$ cat src/rtl/uart_cmd_ctrl.sv
// uart_cmd_ctrl: merges UART and board button pulses, owns UART switch toggles and, with
// UART_ECHO_EN defined, echoes each accepted UART command through a small FIFO and TX handshake.
module uart_cmd_ctrl #(
   parameter int FIFO_DEPTH = 4
) (
   input  logic       clk,
   input  logic       rst,
   input  logic       uart_btn_r,
   input  logic       uart_btn_l,
   input  logic       uart_btn_u,
   input  logic       uart_btn_d,
   input  logic       uart_sw_mode,
   input  logic       uart_sw_sel_mode,
   input  logic       uart_sw_sel_display,
   input  logic       brd_btn_r,
   input  logic       brd_btn_l,
   input  logic       brd_btn_u,
   input  logic       brd_btn_d,
   input  logic [2:0] brd_sw,
   input  logic       tx_busy,
   output logic       btn_r,
   output logic       btn_l,
   output logic       btn_u,
   output logic       btn_d,
   output logic       sw_mode,
   output logic       sw_sel_mode,
   output logic       sw_sel_display,
   output logic       tx_start,
   output logic [7:0] tx_data
);
   logic [3:0] brd, uart, brd_pick, uart_pick, bus_d, bus_q, pend_d, pend_q;
   logic [2:0] tog_d, tog_q, sw_d, sw_q, uart_sw;
   logic       merged, uart_acc, store;

   // Buses are one-hot with bit 0 = r (highest priority) .. bit 3 = d; lowest set bit wins.
   always_comb begin
      brd       = {brd_btn_d, brd_btn_u, brd_btn_l, brd_btn_r};
      uart      = {uart_btn_d, uart_btn_u, uart_btn_l, uart_btn_r};
      uart_sw   = {uart_sw_sel_display, uart_sw_sel_mode, uart_sw_mode};
      brd_pick  = brd & (~brd + 4'd1);
      uart_pick = uart & (~uart + 4'd1);
      merged    = |(brd_pick & uart_pick);
      uart_acc  = |uart_pick && (merged || !(|pend_q));
      store     = |uart_pick && !merged && |brd_pick && !(|pend_q);
      bus_d     = |brd_pick ? brd_pick : (|pend_q ? pend_q : uart_pick);
      pend_d    = store ? uart_pick : (|brd_pick ? pend_q : 4'b0000);
      tog_d     = tog_q ^ uart_sw;
      sw_d      = brd_sw ^ tog_q;
   end

   always_ff @(posedge clk or posedge rst) begin
      if (rst) begin
         bus_q  <= '0;
         pend_q <= '0;
         tog_q  <= '0;
         sw_q   <= '0;
      end else begin
         bus_q  <= bus_d;
         pend_q <= pend_d;
         tog_q  <= tog_d;
         sw_q   <= sw_d;
      end
   end

   assign {btn_d, btn_u, btn_l, btn_r}          = bus_q;
   assign {sw_sel_display, sw_sel_mode, sw_mode} = sw_q;

`ifdef UART_ECHO_EN
   localparam int AW = (FIFO_DEPTH > 1) ? $clog2(FIFO_DEPTH) : 1;
   localparam logic [AW:0] FULL = (AW+1)'(FIFO_DEPTH);
   typedef enum logic [1:0] {IDLE, START, WAIT_BUSY, WAIT_DONE} state_t;
   state_t        state_d, state_q;
   logic [2:0]    mem_q [FIFO_DEPTH];
   logic [AW-1:0] wp_q, rp_q;
   logic [AW:0]   cnt_q;
   logic [2:0]    code;
   logic [7:0]    data_d, data_q;
   logic          push_req, push, pop;

   function automatic logic [7:0] ascii(input logic [2:0] c);
      case (c)
         3'd0:    return 8'h72;
         3'd1:    return 8'h6C;
         3'd2:    return 8'h75;
         3'd3:    return 8'h64;
         3'd4:    return 8'h30;
         3'd5:    return 8'h31;
         default: return 8'h32;
      endcase
   endfunction

   // Only the first accepted command of a cycle is echoed: button, then toggles by index.
   always_comb begin
      code     = uart_acc ? {1'b0, uart_pick[3] | uart_pick[2], uart_pick[3] | uart_pick[1]} :
                 uart_sw_mode ? 3'd4 : uart_sw_sel_mode ? 3'd5 : 3'd6;
      push_req = uart_acc | (|uart_sw);
      pop      = state_q == IDLE && cnt_q != '0 && !tx_busy;
      push     = push_req && (cnt_q != FULL || pop);
      state_d  = state_q;
      data_d   = data_q;
      case (state_q)
         IDLE: if (pop) begin
            state_d = START;
            data_d  = ascii(mem_q[rp_q]);
         end
         START:     state_d = WAIT_BUSY;
         WAIT_BUSY: state_d = tx_busy ? WAIT_DONE : WAIT_BUSY;
         default:   state_d = tx_busy ? WAIT_DONE : IDLE;
      endcase
   end

   always_ff @(posedge clk) begin
      if (push) mem_q[wp_q] <= code;
   end

   always_ff @(posedge clk or posedge rst) begin
      if (rst) begin
         state_q <= IDLE;
         data_q  <= '0;
         wp_q    <= '0;
         rp_q    <= '0;
         cnt_q   <= '0;
      end else begin
         state_q <= state_d;
         data_q  <= data_d;
         wp_q    <= wp_q + AW'(push);
         rp_q    <= rp_q + AW'(pop);
         cnt_q   <= cnt_q + (AW+1)'(push) - (AW+1)'(pop);
      end
   end

   assign tx_start = state_q == START;
   assign tx_data  = data_q;
`else
   logic unused_ok;
   assign unused_ok = ^{tx_busy, uart_acc};
   assign tx_start  = 1'b0;
   assign tx_data   = 8'h00;
`endif
endmodule

$ cat config.mk
export PLATFORM = sky130hd
export DESIGN_NAME = uart_cmd_ctrl
export DESIGN_NICKNAME = d
export VERILOG_FILES = /design/src/rtl/uart_cmd_ctrl.sv
export SDC_FILE = /design/constraint.sdc
export NUM_CORES = 1
export LEC_CHECK = 0
export CORE_UTILIZATION = 39
export DETAILED_ROUTE_END_ITERATION = 12
export GPL_TIMING_DRIVEN = 0
export PLACE_DENSITY = 0.75
export RECOVER_POWER = 25
export SYNTH_ARGS = -nofsm -noshare
export SYNTH_HDL_FRONTEND = slang
export SYNTH_SLANG_ARGS = --single-unit
$ cat constraint.sdc
create_clock -name clk -period 1.9 [get_ports clk]
set_clock_uncertainty 0.05 [all_clocks]
set_input_delay 0.38 -clock clk [delete_from_list [all_inputs] [get_ports clk]]
set_output_delay 0.38 -clock clk [all_outputs]
set_load 0.005 [all_outputs]
**Word level (Yosys, flattened, before mapping)**

Index checks and enable logic that the tools add are counted.

- Eq/ne operators: 1
- Bitwise operators: 7
- Add/subtract/negate cells: 2
- Reductions and logical operators: 9
- Multiplexer cells: 4

Operator list:

| cell | number |
|---|---|
| 4-bit 2-to-1 mux | 4 |
| 4-bit OR reduction | 4 |
| 4-bit AND | 3 |
| 4-bit by 1-bit adder with 4-bit output (second input constant) | 2 |
| 4-bit inverter | 2 |
| 3-bit XOR | 2 |
| 1-bit logical AND | 3 |
| 1-bit logical NOT | 2 |
| 2-bit != test (second input constant) | 1 |

- Output and inout port bits: 16
- Flip-flop bits (word level): 14
- Logic and storage cells: 27

**Longest topological paths before layout**

- Depth after elaboration: 10
- Mapped depth: 4

**Least setup slack after synthesis**

No wires, ideal clock.

- Path kind: input to register
- From: in brd_btn_l
- To: reg pend_q[0]
- Slack: 487 ps
- Arrival time: 1242 ps
- Buffers on the path: 1
- Data required time: 1729 ps
- Stages: 3
- Setup time: 121 ps
- Cells stage by stage: or4_1 -> buf_2 -> a22o_1

- Cells in the longest elaborated chain, start to end: 10
- Elaborated cells between the ends (all ways): 12
- Those cells by class: add/sub (1); eq/ne (1); mux (1); bitwise (3); reduce/logical (6)

RTL lines:

| what | RTL line | RTL |
|---|---|---|
| start, declared | 16 | `input logic brd_btn_l,` |
| 4-bit inverter | 40 | `brd_pick = brd & (~brd + 4'd1);` |
| 4-bit by 1-bit adder with 4-bit output | 40 |  |
| 4-bit AND (*) | 40 |  |
| 4-bit AND | 42 | `merged = \|(brd_pick & uart_pick);` |
| 4-bit OR reduction | 42 |  |
| 1-bit logical NOT | 44 | `store = \|uart_pick && !merged && \|brd_pick && !(\|pend_q);` |
| 1-bit logical AND (3 in a row) | 44 |  |
| 2-bit != test (no source line) or 4-bit 2-to-1 mux (tied branches) | -- |  |
| end signal, assigned | 59 | `pend_q <= pend_d;` |
| end, declared | 31 | `logic [3:0] brd, uart, brd_pick, uart_pick, bus_d, bus_q, pend_d, pend_q;` |

Every way passes the cells marked *; elsewhere a longest branch is shown, timed or not.
A chain may end at the register's enable or synchronous reset.

**Worst setup path in the final report**

- From: in uart_btn_r
- To: reg pend_q[3]

- Cells in the longest elaborated chain, start to end: 10
- Elaborated cells between the ends (all ways): 12
- Those cells by class: add/sub (1); eq/ne (1); mux (1); bitwise (3); reduce/logical (6)

RTL lines:

| what | RTL line | RTL |
|---|---|---|
| start, declared | 8 | `input logic uart_btn_r,` |
| 4-bit inverter | 41 | `uart_pick = uart & (~uart + 4'd1);` |
| 4-bit by 1-bit adder with 4-bit output | 41 |  |
| 4-bit AND (*) | 41 |  |
| 4-bit AND | 42 |  |
| 4-bit OR reduction | 42 |  |
| 1-bit logical NOT | 44 |  |
| 1-bit logical AND (3 in a row) | 44 |  |
| 2-bit != test (no source line) or 4-bit 2-to-1 mux (tied branches) | -- |  |

Marked as above.

==> impl_metrics.ini <==
[outcome]
status = finished clean

[yosys]
ys_top_cells_by_count = dfrtp_1, buf_4, xor2_1
ys_seq_area_frac = 0.510
ys_types = 26
synth_top_area_frac = 0.510
syn_area_sq_um = 687
synth_cells = 62
synth_most_common_cell = dfrtp_1
synth_top_area_cell = dfrtp_1
synth_enable_flop_cells = 0
ys_top_cells_by_area = dfrtp_1, buf_4, xor2_1
synth_top_flop_cell = dfrtp_1
async_flop_share = 1.00
synth-seq-cells = 14
syn_area_per_cell_sq_um = 11.1
ys_warn_count = 0

[pwr]
power_density_nw_per_um2 = 1010
power_w = 0.000999
clockPowerShare = 0.207
p_sw_w = 0.000283
p_int_w = 0.000715
leakagePower_nw = 0.449
p_sw_frac = 0.284
peakVddDrop_mv = 0.642
pwr-share-seq = 0.480
p_comb_frac = 0.313

[placed_design]
placed_cells = 108
placed_cell_area_sq_um = 957
dp_hpwl_microns = 929
gp_congestion = 0.812
port_buffers = 22

[sta]
setup_violations = 0
post-route-period-util = 0.916
max_clock_freq_mhz = 575
relSlewSlack = 0.665
rsz0062_at_grt = false
tightest_slew_ns = 0.502
min_period_ns = 1.74
hold_slack_ns = 0.434
hold_violations = 0
slew_viol_final = 0

[floorplan]
initial_utilization = 0.436
die_h_microns = 44.0
io_pins = 33
die_area_sq_um = 1930
die_width_microns = 44.0
num_rows = 14
core-area_sq_um = 1580

[worst_setup_path]
crit_buf_inv = 1
reg2reg_setup_slack_ns = 0.40
cp_max_fo = 8
crit_path_end = pend_q[3]$_DFFE_PP0P_
critPathMaxStageDelay_ns = 0.54
cpLargestDelayFamily = buffers and inverters
cp-end-kind = flip-flop
arrival_ns = 1.86
worstReg2RegStart = pend_q[1]$_DFFE_PP0P_
cp-start-kind = input port
crit_slowest_cell = clkdlybuf4s50_1
cp_data_required_time_ns = 2.02
reg2reg_depth = 4
criticalPathCategory = input port to flip-flop
path_cells = clkdlybuf4s50_1 -> or3_1 -> o32ai_2 -> a21oi_2 -> a32o_1
startpoint = uart_btn_r
r2r-end = pend_q[3]$_DFFE_PP0P_
path_depth = 5

[cells_and_area]
final_cells = 112
area_growth_pct = 44.6
nets = 114
n_antenna_cell = 0
final-seq-area_sq_um = 350
multi_input_area_sq_um = 287
final_area_sq_um = 993
fillerInstances = 129
drive_gt1_frac = 0.177

[cts]
cts_root_buf = clkbuf_4
postCtsHoldBufs = 0
clock_latency_ns = 0.27
clockBufferDepth = 2
cts_setup_buffers = 0
cts_buffers = 3
ctsResizeCount = 0
cts_sinks = 14
cts_tree = yes
h-tree-depth = 1
clk_pin_slew_ns = 0.08

[global_routing]
grt_antenna_before_repair = 0
grt_usage = 0.146
grt_max_degree = 15
first_global_vias = 491
gr-total-overflow = 0
grt_pass1_wl_microns = 2050

[drt]
firstDrtPassIters = 6
drt-initial-drc-count = 18
viasPerCell = 5.13
totalWireLength_microns = 1220
vias = 574
postRouteAntennaNets = 0
drc = 0
wire_per_inst_microns = 10.9

[min_path]
hold_class = flip-flop to flip-flop

[run]
maxCapViolCount = 0
==> state kept, by name, summed over array words and instances, names as in the netlist <==
| signal | flops |
|---|---|
| bus_q | 4 |
| pend_q | 4 |
| sw_q | 3 |
| tog_q | 3 |
==> final cells by class <==
type / count / share of cell area
sequential: 14 / 0.353
multi-input combinational: 44 / 0.288
timing repair buffer: 22 / 0.222
buffer: 10 / 0.0730
clock buffer: 4 / 0.0365
tap: 16 / 0.0202
inverter: 2 / 0.00756
==> cell families (layout without fill, tap and decap cells) <==
group,after synthesis,after routing,synth area share
buffers and inverters,12,38,0.117
XOR/XNOR,6,6,0.0765
flip-flops,14,14,0.510
other,1,9,0.00546
AO/OA/AOI/OAI,14,14,0.171
AND/OR/NAND/NOR,15,15,0.120
==> cell usage in the layout (no fill, tap or decap), types with 2 or more instances in the layout <==
| cell type | synthesis | layout |
|---|---|---|
| clkbuf_4 | 0 | 3 |
| a21oi_1 | 3 | 3 |
| inv_1 | 2 | 2 |
| xor2_1 | 6 | 6 |
| nand2_1 | 4 | 4 |
| dlygate4sd3_1 | 0 | 7 |
| clkdlybuf4s50_1 | 0 | 15 |
| conb_1 | 1 | 9 |
| a32o_1 | 3 | 3 |
| nor2_1 | 3 | 3 |
| dfrtp_1 | 14 | 14 |
| buf_4 | 9 | 9 |
==> power groups by stage <==
stage               Clock [W]  Sequential [W]  Combinational, W
global placement            0        0.000481          0.000313
finish               0.000206        0.000480          0.000313
CTS                  0.000218        0.000480          0.000319
detailed placement          0        0.000484          0.000317
floorplan                   0        0.000480          0.000169
global route         0.000231        0.000490          0.000349
==> per-stage QoR <==
step	setup TNS (ns)	utilization	setup WS [ns]
global placement	-0.452	0.607	-0.127
detailed placement	-0.490	0.607	-0.137
finish	0	0.630	0.160
floorplan	0	-	0.487
global route	0	0.630	0.121
CTS	0	0.630	0.173
==> per-layer routing <==
metal | up-vias | wire length, microns | track usage
met3 | 2 | 114 | 0.0667
li1 | 271 | - | -
met1 | 270 | 471 | 0.172
met5 | - | 0 | 0
met2 | 31 | 624 | 0.242
met4 | 0 | 7 | 0.0364
==> how the worst min path moves through the flow <==
stage                       startpoint                 end  cells after the start  slack, ns
floorplan                          rst  bus_q[0]$_DFF_PP0_                      1       0.22
global placement    tog_q[1]$_DFF_PP0_   sw_q[1]$_DFF_PP0_                      1       0.42
detailed placement  tog_q[1]$_DFF_PP0_  tog_q[1]$_DFF_PP0_                      1       0.43
CTS                                rst  bus_q[0]$_DFF_PP0_                      2       0.39
global route        tog_q[2]$_DFF_PP0_  tog_q[2]$_DFF_PP0_                      1       0.45
finish              tog_q[1]$_DFF_PP0_   sw_q[1]$_DFF_PP0_                      1       0.43
Note: power is estimated with default switching activity, not from simulation.
